$ cat src/rtl/loader_pkg.sv
// Shared types and constants for the UART program loader.
package loader_pkg;

   typedef enum logic [1:0] {
      RX_IDLE,
      RX_START,
      RX_DATA,
      RX_STOP
   } rx_state_t;

   typedef enum logic [1:0] {
      LOAD_LEN,
      LOAD_DATA,
      DONE
   } load_state_t;

   localparam int BYTES_PER_WORD = 4;

endpackage

$ cat src/rtl/uart_rx.sv
// 8N1 UART byte receiver working on an already-synchronised line.
// Emits a one-cycle rx_valid with the byte on a good stop bit, or a
// one-cycle frame_err when the stop bit is sampled low.
module uart_rx
   import loader_pkg::*;
#(
   parameter int CLKS_PER_BIT = 868
) (
   input  logic       clk,
   input  logic       reset,
   input  logic       rx_sync,
   output logic [7:0] rx_byte,
   output logic       rx_valid,
   output logic       frame_err
);

   localparam int CNT_W = $clog2(CLKS_PER_BIT);
   localparam logic [CNT_W-1:0] FULL_LAST = CNT_W'(CLKS_PER_BIT - 1);
   localparam logic [CNT_W-1:0] HALF_LAST = CNT_W'(CLKS_PER_BIT / 2 - 1);

   rx_state_t        state_reg;
   logic [CNT_W-1:0] cnt_reg;
   logic [2:0]       bit_reg;
   logic [7:0]       shift_reg;

   // Receiver FSM: detect start, confirm it mid-bit, then sample each
   // following bit one bit period apart; outputs are registered pulses.
   always_ff @(posedge clk) begin
      if (reset) begin
         state_reg <= RX_IDLE;
         cnt_reg   <= '0;
         bit_reg   <= '0;
         shift_reg <= '0;
         rx_byte   <= '0;
         rx_valid  <= 1'b0;
         frame_err <= 1'b0;
      end else begin
         rx_valid  <= 1'b0;
         frame_err <= 1'b0;
         case (state_reg)
            RX_IDLE: begin
               cnt_reg <= '0;
               bit_reg <= '0;
               if (!rx_sync) begin
                  state_reg <= RX_START;
               end
            end
            RX_START: begin
               if (cnt_reg == HALF_LAST) begin
                  cnt_reg <= '0;
                  // A line that is already high again was a glitch.
                  state_reg <= rx_sync ? RX_IDLE : RX_DATA;
               end else begin
                  cnt_reg <= cnt_reg + 1'b1;
               end
            end
            RX_DATA: begin
               if (cnt_reg == FULL_LAST) begin
                  cnt_reg   <= '0;
                  shift_reg <= {rx_sync, shift_reg[7:1]};
                  bit_reg   <= bit_reg + 1'b1;
                  if (bit_reg == 3'd7) begin
                     state_reg <= RX_STOP;
                  end
               end else begin
                  cnt_reg <= cnt_reg + 1'b1;
               end
            end
            RX_STOP: begin
               if (cnt_reg == FULL_LAST) begin
                  cnt_reg   <= '0;
                  state_reg <= RX_IDLE;
                  if (rx_sync) begin
                     rx_valid <= 1'b1;
                     rx_byte  <= shift_reg;
                  end else begin
                     frame_err <= 1'b1;
                  end
               end else begin
                  cnt_reg <= cnt_reg + 1'b1;
               end
            end
            default: state_reg <= RX_IDLE;
         endcase
      end
   end

endmodule

$ cat src/rtl/uart_program_loader.sv
// Loads a program image received over UART into program memory.
// Image format: 32-bit little-endian word count, then that many
// little-endian words. The core is held in reset until the image is in.
module uart_program_loader
   import loader_pkg::*;
#(
   parameter int          CLKS_PER_BIT = 868,
   parameter logic [31:0] BASE_ADDR    = 32'h0000_0000,
   parameter int          MAX_WORDS    = 256
) (
   input  logic        clk,
   input  logic        reset,
   input  logic        io_rx,
   output logic        mem_write_enable,
   output logic [31:0] mem_address,
   output logic [31:0] mem_write_data,
   output logic        cpu_hold,
   output logic        load_done,
   output logic        framing_error,
   output logic        length_error
);

   localparam logic [1:0] LAST_LANE = 2'(BYTES_PER_WORD - 1);

   logic [1:0]  sync_reg;
   logic        rx_sync;
   logic [7:0]  rx_byte;
   logic        rx_valid;
   logic        frame_err;

   load_state_t state_reg;
   logic [1:0]  lane_reg;
   logic [31:0] word_reg;
   logic [31:0] word_count_reg;
   logic [31:0] word_idx_reg;
   logic [31:0] assembled;

   // Two-flop synchroniser; idle-high so reset does not fake a start bit.
   always_ff @(posedge clk) begin
      if (reset) begin
         sync_reg <= 2'b11;
      end else begin
         sync_reg <= {sync_reg[0], io_rx};
      end
   end

   assign rx_sync = sync_reg[1];

   uart_rx #(
      .CLKS_PER_BIT(CLKS_PER_BIT)
   ) u_uart_rx (
      .clk      (clk),
      .reset    (reset),
      .rx_sync  (rx_sync),
      .rx_byte  (rx_byte),
      .rx_valid (rx_valid),
      .frame_err(frame_err)
   );

   // Newest byte lands in the top lane, so after four bytes the first
   // received byte sits in bits [7:0].
   assign assembled = {rx_byte, word_reg[31:8]};

   // Loader FSM with byte-lane counter, word assembly, address counter
   // and all status outputs registered.
   always_ff @(posedge clk) begin
      if (reset) begin
         state_reg        <= LOAD_LEN;
         lane_reg         <= '0;
         word_reg         <= '0;
         word_count_reg   <= '0;
         word_idx_reg     <= '0;
         mem_write_enable <= 1'b0;
         mem_address      <= BASE_ADDR;
         mem_write_data   <= '0;
         cpu_hold         <= 1'b1;
         load_done        <= 1'b0;
         framing_error    <= 1'b0;
         length_error     <= 1'b0;
      end else begin
         mem_write_enable <= 1'b0;
         if (frame_err) begin
            framing_error <= 1'b1;
         end
         case (state_reg)
            LOAD_LEN: begin
               if (rx_valid) begin
                  lane_reg <= lane_reg + 1'b1;
                  word_reg <= assembled;
                  if (lane_reg == LAST_LANE) begin
                     word_count_reg <= assembled;
                     if (assembled == 32'd0) begin
                        state_reg <= DONE;
                        load_done <= 1'b1;
                        cpu_hold  <= 1'b0;
                     end else if (assembled > 32'(MAX_WORDS)) begin
                        state_reg    <= DONE;
                        load_done    <= 1'b1;
                        cpu_hold     <= 1'b0;
                        length_error <= 1'b1;
                     end else begin
                        state_reg <= LOAD_DATA;
                     end
                  end
               end
            end
            LOAD_DATA: begin
               if (rx_valid) begin
                  lane_reg <= lane_reg + 1'b1;
                  word_reg <= assembled;
                  if (lane_reg == LAST_LANE) begin
                     mem_write_enable <= 1'b1;
                     mem_write_data   <= assembled;
                  end
               end
               // Address advances the cycle after each strobe; completion
               // is flagged on that same cycle after the final word.
               if (mem_write_enable) begin
                  mem_address  <= mem_address + 32'd4;
                  word_idx_reg <= word_idx_reg + 32'd1;
                  if (word_idx_reg == word_count_reg - 32'd1) begin
                     state_reg <= DONE;
                     load_done <= 1'b1;
                     cpu_hold  <= 1'b0;
                  end
               end
            end
            DONE: begin
               state_reg <= DONE;
            end
            default: state_reg <= LOAD_LEN;
         endcase
      end
   end

endmodule

$ cat config.mk
export PLATFORM = sky130hd
export DESIGN_NAME = uart_program_loader
export DESIGN_NICKNAME = d
export VERILOG_FILES = /design/src/rtl/loader_pkg.sv /design/src/rtl/uart_rx.sv /design/src/rtl/uart_program_loader.sv
export SDC_FILE = /design/constraint.sdc
export NUM_CORES = 1
export LEC_CHECK = 0
export BUFFER_PORTS_ARGS = -buffer_cell sky130_fd_sc_hd__buf_2
export CAP_MARGIN = 25
export CORE_UTILIZATION = 50
export CTS_BUF_LIST = sky130_fd_sc_hd__clkbuf_4 sky130_fd_sc_hd__clkbuf_8
export DETAILED_ROUTE_END_ITERATION = 8
export MAX_ROUTING_LAYER = met4
export PLACE_DENSITY = 0.71
export SLEW_MARGIN = 15
export SYNTH_ARGS = -nofsm -noshare
export SYNTH_HDL_FRONTEND = slang
export SYNTH_HIERARCHICAL = 1
export SYNTH_SLANG_ARGS = --single-unit
$ cat constraint.sdc
create_clock -name clk -period 2.8 [get_ports clk]
set_clock_uncertainty 0.05 [all_clocks]
set_input_delay 0.28 -clock clk [delete_from_list [all_inputs] [get_ports clk]]
set_output_delay 0.28 -clock clk [all_outputs]
set_load 0.01 [all_outputs]
==> results of run 1 <==
==> worst max-delay path by stage <==
stage | slack [ns] | end | cells past startpoint
floorplan | 0.03 | state_reg[0]$_SDFFE_PP0P_ | 9
global placement | -0.20 | state_reg[1]$_SDFFE_PP0P_ | 8
detailed placement | -0.25 | state_reg[1]$_SDFFE_PP0P_ | 8
CTS | -0.07 | state_reg[1]$_SDFFE_PP0P_ | 8
global route | -0.20 | state_reg[0]$_SDFFE_PP0P_ | 8
finish | -0.1 | state_reg[0]$_SDFFE_PP0P_ | 8
==> timing repair <==
action	in CTS	in global routing
gates resized for setup	4	10
endpoints found under the setup margin	4	6
hold buffers	1	0
hold endpoints to repair	1	0
setup buffers	1	1
pin swaps	8	3
==> layer usage <==
layer	part of all wire [%]	global-route usage (%)	wire (um)	vias up
met5	0	-	0	-
met4	1.8	8.18	365	0
met3	3.6	4.54	714	24
met2	48	37.8	9650	127
met1	46	30.3	9260	3539
li1	-	-	-	3798
==> critical path, stage by stage, from the launching register on <==
cell and delay [ns]:
sky130_fd_sc_hd__dfxtp_2 0.33, sky130_fd_sc_hd__or4_4 0.61, sky130_fd_sc_hd__nor4_4 0.37, sky130_fd_sc_hd__nand3_1 0.17
sky130_fd_sc_hd__nor3_1 0.22, sky130_fd_sc_hd__nor3b_2 0.24, sky130_fd_sc_hd__o2111ai_1 0.15, sky130_fd_sc_hd__o31a_1 0.34
sky130_fd_sc_hd__mux2_1 0.32
==> synth_stat cells (all sizes together) (3+ instances only) <==
cell    number  area (um2)
o21ai       17        85.1
and3        12        75.1
nor2       107         402
mux2i       21         210
clkbuf      54         203
inv         13        48.8
nor3        21         105
nor3b        4        30.0
xnor2       46         403
nand2b       7        43.8
nor2b        4        25.0
or4          3        26.3
or2          3        18.8
buf          6        41.3
mux2         3        33.8
a311oi       3        26.3
dfxtp      194        3880
xor2        56         490
o31a         3        26.3
a21oi      109         546
and4         8        71.3
nand2      228         856
a31oi        5        31.3
nand4       18         113
nand3b       3        22.5
nand4b       3        26.3
and3b        3        26.3
nand3       31         155
and2         4        25.0
or3         18         115
nor4        32         243
ha          11         138
==> cells by family (layout without fill, tap and decap cells) <==
family,after synthesis,in the layout,share of synthesized area [%]
AO/OA/AOI/OAI,154,154,9.82
XOR/XNOR,102,102,10.2
adder cells (fa/ha/maj),11,11,1.57
buffers and inverters,73,167,3.35
flip-flops,194,194,44.4
multiplexers,24,24,2.79
other,1,2,0.0429
AND/OR/NAND/NOR,514,514,27.8
==> cell type report <==
cell class              instances  share of cell area (%)
clock buffers                  17                    2.33
repair buffers                122                    7.58
clock inverters                15                    1.66
multi-input cells             807                    46.5
flip-flops and latches        194                    38.7
well taps                     220                    2.74
inverters                      13                   0.486
==> power by group <==
group | internal (mW) | switching, mW | total (mW)
clock network | 0.744 | 1.08 | 1.83
registers | 2.77 | 0.00953 | 2.78
logic | 0.0422 | 0.0804 | 0.123
==> cell usage in the layout, fill, tap and decap left out, drive strengths merged, types with 3 or more instances in the layout <==
| cell | n |
|---|---|
| clkinv | 7 |
| xor2 | 56 |
| a21oi | 109 |
| nand2b | 7 |
| a31oi | 5 |
| nand4 | 18 |
| xnor2 | 46 |
| clkbuf | 17 |
| nand4b | 3 |
| or3 | 18 |
| a311oi | 3 |
| nand3b | 3 |
| inv | 19 |
| or2 | 3 |
| nand2 | 228 |
| and4 | 8 |
| mux2i | 21 |
| or4 | 3 |
| o31a | 3 |
| nor2b | 4 |
| nor3b | 4 |
| o21ai | 17 |
| and2 | 4 |
| mux2 | 3 |
| and3 | 12 |
| and3b | 3 |
| dfxtp | 194 |
| nand3 | 31 |
| nor3 | 21 |
| nor4 | 32 |
| ha | 11 |
| nor2 | 107 |
| buf | 121 |
==> stage by stage <==
stage               power, mW  setup slack, ns
floorplan                2.93           0.0307
global placement         2.96           -0.195
detailed placement       2.96           -0.249
CTS                      4.77          -0.0687
global route             4.91           -0.196
finish                   4.73          -0.0969
==> out/summary.txt, run 1 <==
TritonCTS clock tree: yes
Req. time, crit path: 3.12 ns
Reg2Reg Setup Slack: -0.1 ns
Tightest Hold Check Type: in2reg
Max clock buf depth: 2
Number of max-capacitance violations reported: 0
Number of DRC violations after detailed routing: 0
Area of combinational cells with multiple inputs: 4660 um2
Post-detailed-route count of antenna-violating nets: 0
Number of filler cells placed in the layout: 1563
Total of flip-flops plus latches after synthesis: 194
Unrepaired setup endpoints after global routing: true
Per-instance average area after synthesis: 8.15 um2
GRT overflow: 0
Critical path endpoint category: flip-flop
Area growth, synth to finish: 14.8%
Status: finished with violations
Violations in the final reports: negative setup slack
Reg area: 3890 um2
End point of the worst hold path: word_idx_reg[23]$_SDFFE_PP0P_
Number of enable-type register cells in the synthesized netlist: 0
Leakage power of the design: 3.91 nW
Number of unique standard cell types used by synthesis: 60
Initial DRC count: 402
Main synth FF type: sky130_fd_sc_hd__dfxtp_1
Combined global-route utilization of all metal layers: 23.8%
Final weighted congestion in routability-driven placement: 0.912
Power density normalized to cell area: 471 nW/um2
Die extent in y: 134 um
Share of synthesized flip-flops with an asynchronous set or reset: 0%
Number of I/O port buffers: 69
Synth Instances: 1073
Maximum number of pins on one net before global-route repair: 86
WP data arrival: 3.22 ns
Clock Root Buffer: sky130_fd_sc_hd__clkbuf_8
Total length of routed wires: 20000 um
CTS H-Tree Depth: 4
Post-synthesis sequential area ratio: 44.4%
Number of ports placed on the die boundary: 72
First-pass detailed-route iteration total: 5
Hold Worst Slack: 0.206 ns
DP Cell Count: 1353
Final Cell Area: 10000 um2
Wirelength per Cell: 14.4 um
Starting density of the core: 52.0%
First-pass GRT wire length: 33500 um
Layout net count: 1169
Final core area utilization: 59.7%
Post-route minimum period: 2.90 ns
Final worst setup slack: -0.0969 ns
Horizontal extent of the die: 134 um
Source of the worst hold timing path: reset
Clock transition at path regs: 0.10 ns
Number of standard cells in the layout, taps in and fillers out: 1388
Reg-to-Reg Start: word_count_reg[5]$_SDFFE_PP0P_
Fin crit share: 103%
Number of antenna violations at the first check in global routing: 0
Type of the setup path with the least slack: reg2reg
Placed standard-cell area: 9530 um2
Largest driver fanout on the critical path: 6
Number of vias per cell: 5.39
Via count of the first global-routing pass: 6861
Post-synthesis instance area: 8740 um2
Max-slew violations: 0
Final-report hold violation count: 0
DP Wirelength: 14100 um
Total die area: 18000 um2
Synth Warn #: 6
Maximum vdd drop: 283 uV
Hold Path Depth: 2
Achievable Freq: 345 MHz
Setup TNS: -0.188 ns
Standard cell core area: 16800 um2
Clock sink total: 194
Slew margin rel.: 52.0%
Crit. Startpoint: word_count_reg[5]$_SDFFE_PP0P_
Inserted Clock Buffers: 17
Number of rows in the core area: 47
Clock latency of the later-clocked register in the worst-skew pair: 0.48 ns
Antenna diode instance count: 0
Reg-to-Reg End: state_reg[0]$_SDFFE_PP0P_
Total number of vias: 7488
Number of cell instances on the worst register-to-register path: 8
Worst Setup Start Kind: flip-flop
Endpoints failing setup: 2
Layout cell share with drive strength beyond 1: 15.7%
Worst slew pin tran: 0.714 ns
Power figures use the tool's default switching activity.
==> run 2: changes to the inputs <==
--- a/config.mk
+++ b/config.mk
@@ -8,7 +8,7 @@
 export BUFFER_PORTS_ARGS = -buffer_cell sky130_fd_sc_hd__buf_2
 export CAP_MARGIN = 25
 export CORE_UTILIZATION = 50
-export CTS_BUF_LIST = sky130_fd_sc_hd__clkbuf_4 sky130_fd_sc_hd__clkbuf_8
+export CTS_CLUSTER_DIAMETER = 200
 export DETAILED_ROUTE_END_ITERATION = 8
 export MAX_ROUTING_LAYER = met4
 export PLACE_DENSITY = 0.71
==> out/summary.txt, run 2 (same netlist as run 1, synthesis figures left out) <==
Reg2Reg Setup Slack: -0.09 ns (was -0.1 ns)
Hold Path Depth: 2 (unchanged)
Type of the setup path with the least slack: reg2reg (unchanged)
Number of max-capacitance violations reported: 0 (unchanged)
Largest driver fanout on the critical path: 6 (unchanged)
Total length of routed wires: 20000 um (about the same)
Antenna diode instance count: 0 (unchanged)
Routed wire length on met2: 9670 um (was 9650 um)
Reg-to-Reg End: state_reg[0]$_SDFFE_PP0P_ (unchanged)
Max-slew violations: 0 (unchanged)
Number of I/O port buffers: 69 (unchanged)
Unrepaired setup endpoints after global routing: true (unchanged)
Maximum number of pins on one net before global-route repair: 86 (unchanged)
Most common cell after layout, fill and taps aside: sky130_fd_sc_hd__nand2_1 (unchanged)
Reg-to-Reg Start: word_count_reg[5]$_SDFFE_PP0P_ (unchanged)
First-pass detailed-route iteration total: 5 (unchanged)
Final-report hold violation count: 0 (unchanged)
End point of the worst hold path: word_idx_reg[23]$_SDFFE_PP0P_ (unchanged)
CTS H-Tree Depth: 4 (unchanged)
Layout net count: 1169 (unchanged)
Slew margin rel.: 52.7% (was 52.0%)
Combined global-route utilization of all metal layers: 23.7% (was 23.8%)
Final weighted congestion in routability-driven placement: 0.912 (unchanged)
Number of rows in the core area: 47 (unchanged)
GRT overflow: 0 (unchanged)
Post-route minimum period: 2.89 ns (was 2.90 ns)
Post-Route M1 WL: 9180 um (was 9260 um)
Final worst setup slack: -0.0909 ns (was -0.0969 ns)
Post-detailed-route count of antenna-violating nets: 0 (unchanged)
Layout cell share with drive strength beyond 1: 15.7% (unchanged)
Max clock buf depth: 2 (unchanged)
Number of antenna violations at the first check in global routing: 0 (unchanged)
Via count of the first global-routing pass: 6882 (was 6861)
Total die area: 18000 um2 (unchanged)
Total number of vias: 7515 (was 7488)
Fin crit share: 103% (about the same)
DP Wirelength: 14100 um (unchanged)
Routed wl met3: 787 um (was 714 um)
Highest-count cells in the layout ignoring fill and taps: 228 x sky130_fd_sc_hd__nand2_1, 192 x sky130_fd_sc_hd__dfxtp_1, 109 x sky130_fd_sc_hd__a21oi_1 (unchanged)
Worst Setup Start Kind: flip-flop (unchanged)
Worst slew pin tran: 0.704 ns (was 0.714 ns)
TritonCTS clock tree: yes (unchanged)
Violations in the final reports: negative setup slack (unchanged)
Wirelength per Cell: 14.4 um (about the same)
Leakage power of the design: 3.98 nW (was 3.91 nW)
Area growth, synth to finish: 16.9% (was 14.8%)
Inserted Clock Buffers: 17 (unchanged)
Placed standard-cell area: 9530 um2 (unchanged)
Number of ports placed on the die boundary: 72 (unchanged)
WP data arrival: 3.15 ns (was 3.22 ns)
Post-layout power: 5.31 mW (was 4.73 mW)
DP Cell Count: 1353 (unchanged)
Final Cell Area: 10200 um2 (was 10000 um2)
Starting density of the core: 52.0% (unchanged)
Tightest Hold Check Type: in2reg (unchanged)
Status: finished with violations (unchanged)
Source of the worst hold timing path: reset (unchanged)
Setup TNS: -0.176 ns (was -0.188 ns)
Cells along the critical path: or4_4 > nor4_4 > nand3_1 > nor3_1 > nor3b_2 > o2111ai_1 > o31a_1 > mux2_1 (unchanged)
Maximum vdd drop: 428 uV (was 283 uV)
Standard cell core area: 16800 um2 (unchanged)
First-pass GRT wire length: 33600 um (was 33500 um)
Number of DRC violations after detailed routing: 0 (unchanged)
Clock sink total: 194 (unchanged)
Clock latency of the later-clocked register in the worst-skew pair: 0.43 ns (was 0.48 ns)
Achievable Freq: 346 MHz (was 345 MHz)
Top routing layer in use: met4 (unchanged)
Clock transition at path regs: 0.07 ns (was 0.10 ns)
Clock Root Buffer: sky130_fd_sc_hd__clkbuf_16 (was sky130_fd_sc_hd__clkbuf_8)
Power density normalized to cell area: 520 nW/um2 (was 471 nW/um2)
Die extent in y: 134 um (unchanged)
Horizontal extent of the die: 134 um (unchanged)
Req. time, crit path: 3.06 ns (was 3.12 ns)
Number of vias per cell: 5.41 (was 5.39)
Number of cell instances on the worst register-to-register path: 8 (unchanged)
Initial DRC count: 389 (was 402)
Endpoints failing setup: 2 (unchanged)
Critical path endpoint category: flip-flop (unchanged)
Crit path largest cell delay: 0.61 ns (about the same)
Critical-path cell with the highest stage delay: sky130_fd_sc_hd__or4_4 (unchanged)
Number of standard cells in the layout, taps in and fillers out: 1388 (unchanged)
-- run 2: worst max-delay path: cells and delay by family (launching register included) --
family | cells | cell delay, ns
simple gates | 5 | 1.63
mux | 1 | 0.32
compound gates | 2 | 0.49
flops | 1 | 0.32
-- run 2: worst max-delay path by stage --
stage | start | end | slack [ns] | cells after the start
after floorplan | word_count_reg[3]$_SDFFE_PP0P_ | state_reg[0]$_SDFFE_PP0P_ | 0.03 | 9
after global placement | word_count_reg[3]$_SDFFE_PP0P_ | state_reg[1]$_SDFFE_PP0P_ | -0.20 | 8
after detailed placement | word_count_reg[3]$_SDFFE_PP0P_ | state_reg[1]$_SDFFE_PP0P_ | -0.25 | 8
after CTS | word_count_reg[5]$_SDFFE_PP0P_ | state_reg[1]$_SDFFE_PP0P_ | -0.07 | 8
after global routing | word_count_reg[5]$_SDFFE_PP0P_ | state_reg[0]$_SDFFE_PP0P_ | -0.20 | 8
final | word_count_reg[5]$_SDFFE_PP0P_ | state_reg[0]$_SDFFE_PP0P_ | -0.09 | 8
-- run 2: layout make-up --
cell class                 instances  area [um2]
inverter                          13        48.8
fill                            1551        6600
tap                              220         275
sequential                       194        3890
multi-input combinational        807        4650
clock buffer                      17         425
timing repair buffer             122         761
clock inverter                    15         166
-- run 2: per-stage QoR --
| step | hold WS [ns] | utilization (%) | worst slack [ns] |
|---|---|---|---|
| final | 0.257 | 60.7 | -0.0909 |
| after floorplan | 0.302 | - | 0.0307 |
| after global placement | 0.343 | 56.7 | -0.195 |
| after CTS | 0.248 | 60.4 | -0.0681 |
| after global routing | 0.278 | 60.7 | -0.198 |
| after detailed placement | 0.344 | 56.7 | -0.249 |
-- run 2: routing by layer --
layer,up-vias,GRT usage (%)
met4,0,7.24
li1,3808,-
met5,-,-
met3,28,4.38
met2,154,38.5
met1,3525,30.0
-- run 2: timing repair --
action | CTS | global route
hold buffers | 1 | 0
cloned | 0 | 0
gates resized for setup | 4 | 9
pin swaps | 8 | 4
endpoints found under the hold margin | 1 | 0
setup buffers | 1 | 1
setup endpoints to repair | 4 | 6
-- run 2: power by group --
group,total (mW),internal [mW],switching [mW]
combinational,0.123,0.0422,0.0808
sequential,2.78,2.77,0.00956
clock,2.41,1.27,1.14
total,5.31,4.08,1.23
